===== src/rtl/i2c_config_seq.sv =====
// i2c_config_seq: walks a fixed table of codec register words and hands
// each one, prefixed with the codec device address, to the 24-bit I2C
// write engine. Failed or timed-out writes are retried a bounded number
// of times; the outcome is reported as sticky done or error flags.
module i2c_config_seq #(
  parameter logic [7:0] DEV_ADDR   = 8'h34,
  parameter int         NUM_REGS   = 11,
  parameter int         MAX_RETRY  = 3,
  parameter int         GAP_CYCLES = 2,
  parameter int         TIMEOUT    = 64,
  parameter bit         AUTO_START = 1'b1
) (
  input  logic        clock_i2c,
  input  logic        rst,
  input  logic        go,
  output logic        i2c_start,
  output logic [23:0] i2c_data,
  input  logic        tr_end,
  input  logic        ack,
  output logic        busy,
  output logic        done,
  output logic        error,
  output logic [3:0]  reg_index
);

  // Counter widths sized so each terminal value fits.
  localparam int RETRY_W = $clog2(MAX_RETRY + 2);
  localparam int TO_W    = $clog2(TIMEOUT + 1);
  localparam int GAP_W   = $clog2(GAP_CYCLES + 1);

  localparam logic [3:0]         LAST_IDX  = 4'(NUM_REGS - 1);
  localparam logic [RETRY_W-1:0] RETRY_MAX = RETRY_W'(MAX_RETRY);
  localparam logic [TO_W-1:0]    TO_LAST   = TO_W'(TIMEOUT - 1);
  localparam logic [GAP_W-1:0]   GAP_LAST  = GAP_W'(GAP_CYCLES - 1);

  typedef enum logic [2:0] {
    S_IDLE,
    S_LOAD,
    S_XFER,
    S_CHECK,
    S_GAP,
    S_DONE,
    S_FAIL
  } state_e;

  state_e state_q, state_d;

  logic               start_q,  start_d;
  logic [23:0]        data_q,   data_d;
  logic               busy_q,   busy_d;
  logic               done_q,   done_d;
  logic               error_q,  error_d;
  logic [3:0]         index_q,  index_d;
  logic [RETRY_W-1:0] retry_q,  retry_d;
  logic [TO_W-1:0]    toCnt_q,  toCnt_d;
  logic [GAP_W-1:0]   gapCnt_q, gapCnt_d;
  logic               nack_q,   nack_d;

  // Codec register words in write order; unused slots read as zero.
  function automatic logic [15:0] regWord(input logic [3:0] idx);
    logic [15:0] word;
    case (idx)
      4'd0:    word = 16'h1E00;
      4'd1:    word = 16'h0017;
      4'd2:    word = 16'h0217;
      4'd3:    word = 16'h0479;
      4'd4:    word = 16'h0679;
      4'd5:    word = 16'h0812;
      4'd6:    word = 16'h0A06;
      4'd7:    word = 16'h0C00;
      4'd8:    word = 16'h0E01;
      4'd9:    word = 16'h1002;
      4'd10:   word = 16'h1201;
      default: word = 16'h0000;
    endcase
    return word;
  endfunction

  // State register; reset lands in LOAD directly when auto-start is on.
  always_ff @(posedge clock_i2c) begin
    if (rst) begin
      state_q <= AUTO_START ? S_LOAD : S_IDLE;
    end else begin
      state_q <= state_d;
    end
  end

  // Next-state decision for the sequencer.
  always_comb begin
    state_d = state_q;
    case (state_q)
      S_IDLE, S_DONE, S_FAIL: begin
        if (go) begin
          state_d = S_LOAD;
        end
      end
      S_LOAD: begin
        state_d = S_XFER;
      end
      S_XFER: begin
        if (tr_end || (toCnt_q == TO_LAST)) begin
          state_d = S_CHECK;
        end
      end
      S_CHECK: begin
        if (!nack_q) begin
          state_d = (index_q == LAST_IDX) ? S_DONE : S_GAP;
        end else if (retry_q < RETRY_MAX) begin
          state_d = S_GAP;
        end else begin
          state_d = S_FAIL;
        end
      end
      S_GAP: begin
        if (gapCnt_q == GAP_LAST) begin
          state_d = S_LOAD;
        end
      end
      default: begin
        state_d = S_IDLE;
      end
    endcase
  end

  // Next values for outputs, table index, retry and cycle counters.
  always_comb begin
    data_d   = data_q;
    index_d  = index_q;
    retry_d  = retry_q;
    toCnt_d  = toCnt_q;
    gapCnt_d = gapCnt_q;
    nack_d   = nack_q;

    start_d = (state_d == S_XFER);
    busy_d  = (state_d == S_LOAD) || (state_d == S_XFER) ||
              (state_d == S_CHECK) || (state_d == S_GAP);
    done_d  = (state_d == S_DONE);
    error_d = (state_d == S_FAIL);

    case (state_q)
      S_IDLE, S_DONE, S_FAIL: begin
        if (go) begin
          index_d = 4'd0;
          retry_d = '0;
        end
      end
      S_LOAD: begin
        data_d  = {DEV_ADDR, regWord(index_q)};
        toCnt_d = '0;
        nack_d  = 1'b0;
      end
      S_XFER: begin
        if (tr_end) begin
          nack_d  = ack;
          toCnt_d = '0;
        end else if (toCnt_q == TO_LAST) begin
          nack_d  = 1'b1;
          toCnt_d = '0;
        end else begin
          toCnt_d = toCnt_q + 1'b1;
        end
      end
      S_CHECK: begin
        gapCnt_d = '0;
        if (!nack_q) begin
          if (index_q != LAST_IDX) begin
            index_d = index_q + 4'd1;
            retry_d = '0;
          end
        end else if (retry_q < RETRY_MAX) begin
          retry_d = retry_q + 1'b1;
        end
      end
      S_GAP: begin
        if (gapCnt_q == GAP_LAST) begin
          gapCnt_d = '0;
        end else begin
          gapCnt_d = gapCnt_q + 1'b1;
        end
      end
      default: begin
        nack_d = nack_q;
      end
    endcase
  end

  // Datapath and output registers.
  always_ff @(posedge clock_i2c) begin
    if (rst) begin
      start_q  <= 1'b0;
      data_q   <= 24'h000000;
      busy_q   <= 1'b0;
      done_q   <= 1'b0;
      error_q  <= 1'b0;
      index_q  <= 4'd0;
      retry_q  <= '0;
      toCnt_q  <= '0;
      gapCnt_q <= '0;
      nack_q   <= 1'b0;
    end else begin
      start_q  <= start_d;
      data_q   <= data_d;
      busy_q   <= busy_d;
      done_q   <= done_d;
      error_q  <= error_d;
      index_q  <= index_d;
      retry_q  <= retry_d;
      toCnt_q  <= toCnt_d;
      gapCnt_q <= gapCnt_d;
      nack_q   <= nack_d;
    end
  end

  assign i2c_start = start_q;
  assign i2c_data  = data_q;
  assign busy      = busy_q;
  assign done      = done_q;
  assign error     = error_q;
  assign reg_index = index_q;

endmodule


===== config.mk =====
export PLATFORM = sky130hd
export DESIGN_NAME = i2c_config_seq
export DESIGN_NICKNAME = d
export VERILOG_FILES = /design/src/rtl/i2c_config_seq.sv
export SDC_FILE = /design/constraint.sdc
export NUM_CORES = 1
export LEC_CHECK = 0
export CAP_MARGIN = 10
export CORE_ASPECT_RATIO = 0.6
export CORE_MARGIN = 10
export CORE_UTILIZATION = 29
export CTS_BUF_LIST = sky130_fd_sc_hd__clkbuf_8
export DETAILED_ROUTE_END_ITERATION = 10
export HOLD_SLACK_MARGIN = 0.03
export PLACE_DENSITY_LB_ADDON = 0.2
export SETUP_SLACK_MARGIN = 0.02
export SLEW_MARGIN = 20
export SYNTH_ARGS = -nofsm -noshare
export SYNTH_HDL_FRONTEND = slang
export SYNTH_SLANG_ARGS = --single-unit

===== constraint.sdc =====
create_clock -name clock_i2c -period 2.1 [get_ports clock_i2c]
set_clock_uncertainty 0.15 [all_clocks]
set_input_delay 0.42 -clock clock_i2c [delete_from_list [all_inputs] [get_ports clock_i2c]]
set_output_delay 0.42 -clock clock_i2c [all_outputs]
set_load 0.01 [all_outputs]

# [Word-level counts from Yosys, hierarchy flattened]
# Memory sizes are Yosys's and may differ from the RTL's. A register that Yosys moved wholly into a read port is not among the register bits.
# Index checks and enable logic that the tools add are counted.
# Widths: inputs -> output; s select.
[word_totals] romBits=176 output_inout_bits=32 in_bits=5 reg_bits=41 memories=1 word_cells=75
[mem_list] memory="(name not given)" words=16 word_bits=11 read_ports=1 rd_ports_with_merged_regs=1 wr=0 line="62" text="case (idx)"
[op_classes] eq_ne=22 n_reduce_logical=12 order_cmp=1 addsub=4 n_mux=24
[ops] cell="$mux 3" count=7
[ops] cell="$eq 3x3->1 const B" count=6
[ops] cell="$pmux 3 s5" count=1
[ops] cell="$mux 7" count=2
[ops] cell="$pmux 7 s2" count=1
[ops] cell="$eq 3x2->1 const B" count=4
[ops] cell="$mux 4" count=3
[ops] cell="$ne 3x3->1 const B" count=3
[ops] cell="$pmux 4 s2" count=1
[ops] cell="$reduce_and 4->1" count=2
[ops] cell="$add 7x1->7 const B" count=1
[ops] cell="$eq 7x6->1 const B" count=1
[ops] cell="$eq 3x1->1 const B" count=2
[ops] cell="$mux 2" count=3
[ops] cell="$ne 2x2->1 const B" count=3
[ops] cell="$pmux 3 s2" count=1
[ops] cell="$reduce_bool 2->1" count=3
[ops] cell="$add 4x1->4 const B" count=1
[ops] cell="$eq 4x4->1 const B" count=1
[ops] cell="$logic_or 1x1->1" count=4
[ops] cell="$ne 4x4->1 const B" count=1
[ops] cell="$pmux 2 s2" count=1
[ops] cell="$add 3x1->3 const B" count=1
[ops] cell="$logic_not 3->1" count=1
[ops] cell="other kinds (7)" count=9

# [Longest topological paths before layout]
[depth] ltp_word=8 depth_mapped=8 ltp_nobuf=7

# [Worst setup path after synthesis]
# Ideal clock, no wire load.
[synth_timing] kind="flip-flop to flip-flop" start="reg index_q[0] (netlist: reg_index[0])" end="reg index_q[2] (netlist: reg_index[2])" t_required_ns=1.834 n_path_buf=0 arrival_time_ns=1.806 period_less_slack_ns=2.072 slack_ns=0.028 stages_incl_launch_ff=8 setup_time_ns=0.116 path_cell_list="dfxtp_1 -> inv_1 -> ha_1 -> nor4bb_1 -> or4b_4 -> a21boi_2 -> xnor2_1 -> nor2_1"
[synth_between] elab_chain_cells=4 word_cells_on_any_way=7 cone_classes="1 x add/sub; 2 x eq/ne; 3 x mux; 1 x reduce/logical"
[synth_rtl] element="from (decl)" line="53" text="logic [3:0] index_q, index_d;"
[synth_rtl] element="from (signal assigned)" line="206" text="index_q <= index_d;"
[synth_rtl] element="$add 4x1->4" line="167" text="index_d = index_q + 4'd1;"
[synth_rtl] element="$mux 4" line="166" text="if (index_q != LAST_IDX) begin"
[synth_rtl] element="$mux 4" line="165" text="if (!nack_q) begin"
[synth_rtl] element="$pmux 4 s2" line="140" text="case (state_q)"
# Several ways; a longest one is shown, not always the timed one. The select of a mux whose other input is x is not followed.
# A chain may end at the register's enable or synchronous reset.

# [Worst setup path in the final report]
[layout_timing] start="reg index_q[2] (netlist: reg_index[2])" end="out reg_index[2]"
[layout_rtl] element="to (decl)" line="23" text="output logic [3:0] reg_index"
# No word-level cell between the ends.

==> reports/qor_table.md <==
| Quantity | This run | Unit |
|---|---|---|
| Hold crit path type | flop to flop | - |
| Drt initial violations | 77 | - |
| CTS tree | done | - |
| Primary FF master, synth | sky130_fd_sc_hd__dfxtp_1 | - |
| Synthesized netlist cell count | 215 | - |
| Number of pins with negative max-slew slack in the final report | 0 | - |
| Syn. warnings | 0 | - |
| Proportion of layout cells with a drive suffix above 1 | 0.149 | - |
| Fin Hold WS | 0.335 | ns |
| Initial core utilization | 0.298 | - |
| Share of power burned in the clock network | 0.261 | - |
| Min Clock Period, post-route | 2.00 | ns |
| Count of nets after finishing | 258 | - |
| Flop2flop setup slack | 0.19 | ns |
| Reg2Reg Capture Point | busy | - |
| Number of enable-type register cells in the synthesized netlist | 0 | - |
| Max Root-Sink Buffers | 2 | - |
| Cell count of the worst reg-to-reg path | 6 | - |
| CTS HTree Levels | 2 | - |
| Maximum number of pins on one net before global-route repair | 14 | - |
| Peak ir drop on the vdd network | 0.000281 | V |
| Leakage power total | 0.000867 | µW |
| Crit end category | primary output | - |
| Number of flip-flops and latches in the synthesized netlist | 34 | - |
| Share of synthesized registers carrying an async set or reset | 0 | - |
| Inserted Clock Buffers | 5 | - |
| Worst Setup Path Type | flop to primary output | - |
| Hold Path Origin | gapCnt_q[1] | - |
| Via total after detailed routing | 1509 | - |
| Cells along the critical path | buf_4 > clkdlybuf4s50_1 | - |
| Floorplan row count | 22 | - |
| # placed instances | 325 | - |
| Setup-violating endpoint count in the final report | 0 | - |
| Largest driver fanout on the critical path | 12 | - |
| Placed Area | 2180 | µm² |
| Initial antenna violation count | 0 | - |
| Die footprint | 9960 | µm² |
| Chip Height | 81.4 | µm |
| Ports placed on the boundary | 37 | - |
| P per Cell Area | 832 | nW/µm² |
| Cell area after synthesis | 1820 | µm² |
| Slowest stage cell, crit path | sky130_fd_sc_hd__clkdlybuf4s50_1 | - |
| Total overflow reported by the global router | 0 | - |
| Switching share of total power | 0.323 | - |
| Wire length of the first global-routing pass | 7310 | µm |
| Cell taking the most area after synthesis | sky130_fd_sc_hd__dfxtp_1 | - |
| Final Hold Violating Endpoints | 0 | - |
| Layout Cell Area excl Fill | 2290 | µm² |
| Most frequent cells in the layout | 33 x sky130_fd_sc_hd__dfxtp_1, 30 x sky130_fd_sc_hd__nor2_1, 26 x sky130_fd_sc_hd__clkdlybuf4s50_1 | - |
| Top cell family by delay on the critical path | buffers and inverters | - |
| Sw power | 614 | µW |
| Share of the cycle needed by the critical path after routing | 0.952 | - |
| Layout Area Growth over Synthesis | 25.6 | % |
| Number of cells on the worst hold path | 1 | - |
| Number of I/O port buffers | 26 | - |
| Die width | 122 | µm |
| Reg-to-reg critical path startpoint | toCnt_q[0] | - |
| Pint | 1290 | µW |
| Global-route usage over all layers | 0.0920 | - |
| Compound-cell area share of the yosys netlist | 0.154 | - |
| Combinational family with the most area after synthesis | simple AND/OR/NAND/NOR gates | - |
| Detailed Route WL | 4300 | µm |
| Max incr delay on CP | 0.56 | ns |
| Leading cell type in the layout, fill and taps excluded | sky130_fd_sc_hd__dfxtp_1 | - |
| Fmax achieved | 500 | MHz |
| Multiplexer share of the synthesized area | 0.0275 | - |
| Placed wire-length estimate after detailed placement | 3320 | µm |
| Final weighted congestion in routability-driven placement | 0.760 | - |
| Comb power frac | 0.335 | - |
| DRT antenna net count | 0 | - |
| CP Data Required Time | 1.53 | ns |
| Worst Hold Path EP | gapCnt_q[1] | - |
| Count of distinct cell types in the synthesized netlist | 47 | - |
| Buffer cell driving the clock tree root | sky130_fd_sc_hd__clkbuf_8 | - |
| Area fraction in and, or, nand and nor cells after synthesis | 0.264 | - |
| Post-Synth Adder-Cell Area | 0.0412 | - |
| Mean instance size in the synthesized netlist | 8.48 | µm² |
| Routed WL per cell | 13.0 | µm |
| Buffering stage count on the worst path with inverters included | 2 | - |
| Sequential cell area fraction in the yosys report | 0.373 | - |
| Number of global-route vias before repair | 1445 | - |
| Cell types occupying the most area after synthesis | sky130_fd_sc_hd__dfxtp_1 37%, sky130_fd_sc_hd__buf_4 6.2%, sky130_fd_sc_hd__nor2_1 6.2%, sky130_fd_sc_hd__nor3_1 4.4%, sky130_fd_sc_hd__a21oi_1 4.1% | - |
| Number of non-filler instances in the completed layout | 332 | - |
| Xor and xnor fraction of the mapped netlist area | 0.0288 | - |
| Ratio of routed vias to standard cells | 4.55 | - |
| Length of the first detailed-routing pass in iterations | 4 | - |
| Hold bufs inserted after CTS | 0 | - |
| Antenna diode count | 0 | - |
| Clock-pin slew on the worst setup and hold paths | 0.07 | ns |
| DR DRC count | 0 | - |
| Clock sink total | 34 | - |
| Core area | 6110 | µm² |
| Category of the worst setup path launch point | flop | - |
| Fraction of post-synthesis cell area in the top cell type by area | 0.373 | - |
| Clock insertion delay at the later pin of the skew report | 0.29 | ns |
| WP data arrival | 1.43 | ns |
| Sequential share of power | 0.403 | - |
| Result of the run | finished, final reports clean | - |
| Max cap viols | 0 | - |
| RSZ-0062 raised after global routing | no | - |
[per-stage QoR]
| step | setup WS (ns) | total power (µW) | utilization | setup TNS (ns) |
|---|---|---|---|---|
| after floorplan | 0.0280 | 1180 | - | 0 |
| after global routing | 0.0201 | 2040 | 0.375 | 0 |
| after detailed placement | -0.0607 | 1420 | 0.357 | -0.104 |
| after CTS | 0.0362 | 1930 | 0.372 | 0 |
| after global placement | 0.00307 | 1410 | 0.357 | 0 |
| final | 0.102 | 1900 | 0.375 | 0 |
[layout make-up]
class	count	area [µm²]
clock buffer	6	82.6
clock inverter	2	8.76
fill	665	3820
inverter	7	26.3
multi-input combinational	158	1000
sequential	34	682
tap	84	105
timing repair buffer	41	385
[routing by layer]
layer  global-route usage  share of wire
met1                0.130           0.53
met2                0.125           0.39
met3               0.0274          0.056
met4               0.0422          0.018
met5                    0              0
[flip-flops by register name, indices dropped and copies added, names as in the netlist]
register and cells:
i2c_start 1, i2c_data 10, gapCnt_q 2, error 1, reg_index 4, toCnt_q 7, done 1, state_q 3
nack_q 1, busy 1, retry_q 3
[cells by family after synthesis]
family	Yosys count
fa+ha+maj	6
compound gates	40
xor+xnor	6
other cells	1
flops	34
mux	5
simple gates	91
buf+inv	32
[cells in the mapped netlist, types with 2 or more instances]
cell type                    n
sky130_fd_sc_hd__nand3_1     4
sky130_fd_sc_hd__nand3b_1    2
sky130_fd_sc_hd__or2_2       2
sky130_fd_sc_hd__buf_2       3
sky130_fd_sc_hd__inv_1       7
sky130_fd_sc_hd__nand2_1     9
sky130_fd_sc_hd__dfxtp_1    34
sky130_fd_sc_hd__o21ai_0     4
sky130_fd_sc_hd__or2_1       3
sky130_fd_sc_hd__nor3_1     16
sky130_fd_sc_hd__o31a_1      2
sky130_fd_sc_hd__buf_6       2
sky130_fd_sc_hd__nand2b_1    6
sky130_fd_sc_hd__xnor2_1     6
sky130_fd_sc_hd__nor2b_1     5
sky130_fd_sc_hd__a211oi_1    4
sky130_fd_sc_hd__nor2_1     30
sky130_fd_sc_hd__buf_4      15
sky130_fd_sc_hd__and3b_1     2
sky130_fd_sc_hd__ha_1        6
sky130_fd_sc_hd__mux2i_1     5
sky130_fd_sc_hd__and3_1      3
sky130_fd_sc_hd__a311oi_1    3
sky130_fd_sc_hd__clkbuf_1    4
sky130_fd_sc_hd__a21oi_1    15
sky130_fd_sc_hd__a2111oi_0   2
[repair_timing]
item,4_1_cts,5_1_grt
resized for setup,0,4
endpoints found under the setup margin,0,6
buffers inserted,0,0
[worst reg2reg max path, stage by stage, from the launching register on]
cell                       delay, ns
sky130_fd_sc_hd__dfxtp_1        0.37
sky130_fd_sc_hd__ha_1           0.21
sky130_fd_sc_hd__nand3_1        0.15
sky130_fd_sc_hd__o31a_1         0.37
sky130_fd_sc_hd__o32ai_2        0.27
sky130_fd_sc_hd__nand2b_1       0.16
sky130_fd_sc_hd__mux2i_1        0.17
[how the worst max path moves through the flow]
| stage | start | endpoint | slack [ns] | cells past startpoint |
|---|---|---|---|---|
| global route | state_q[1] | toCnt_q[5] | 0.02 | 5 |
| finish | reg_index[2] | reg_index[2] | 0.10 | 2 |
| CTS | reg_index[0] | reg_index[2] | 0.04 | 8 |
| detailed placement | go | busy | -0.06 | 6 |
| floorplan | reg_index[0] | reg_index[2] | 0.03 | 7 |
| global placement | go | busy | 0.003 | 6 |
[power groups by stage]
stage	Sequential [µW]	Combinational, µW	Clock (µW)
finish	768	638	498
detailed placement	783	634	0
CTS	768	636	523
global placement	781	632	0
global route	780	709	554
floorplan	797	386	0
Note: power is estimated with default switching activity, not from simulation.
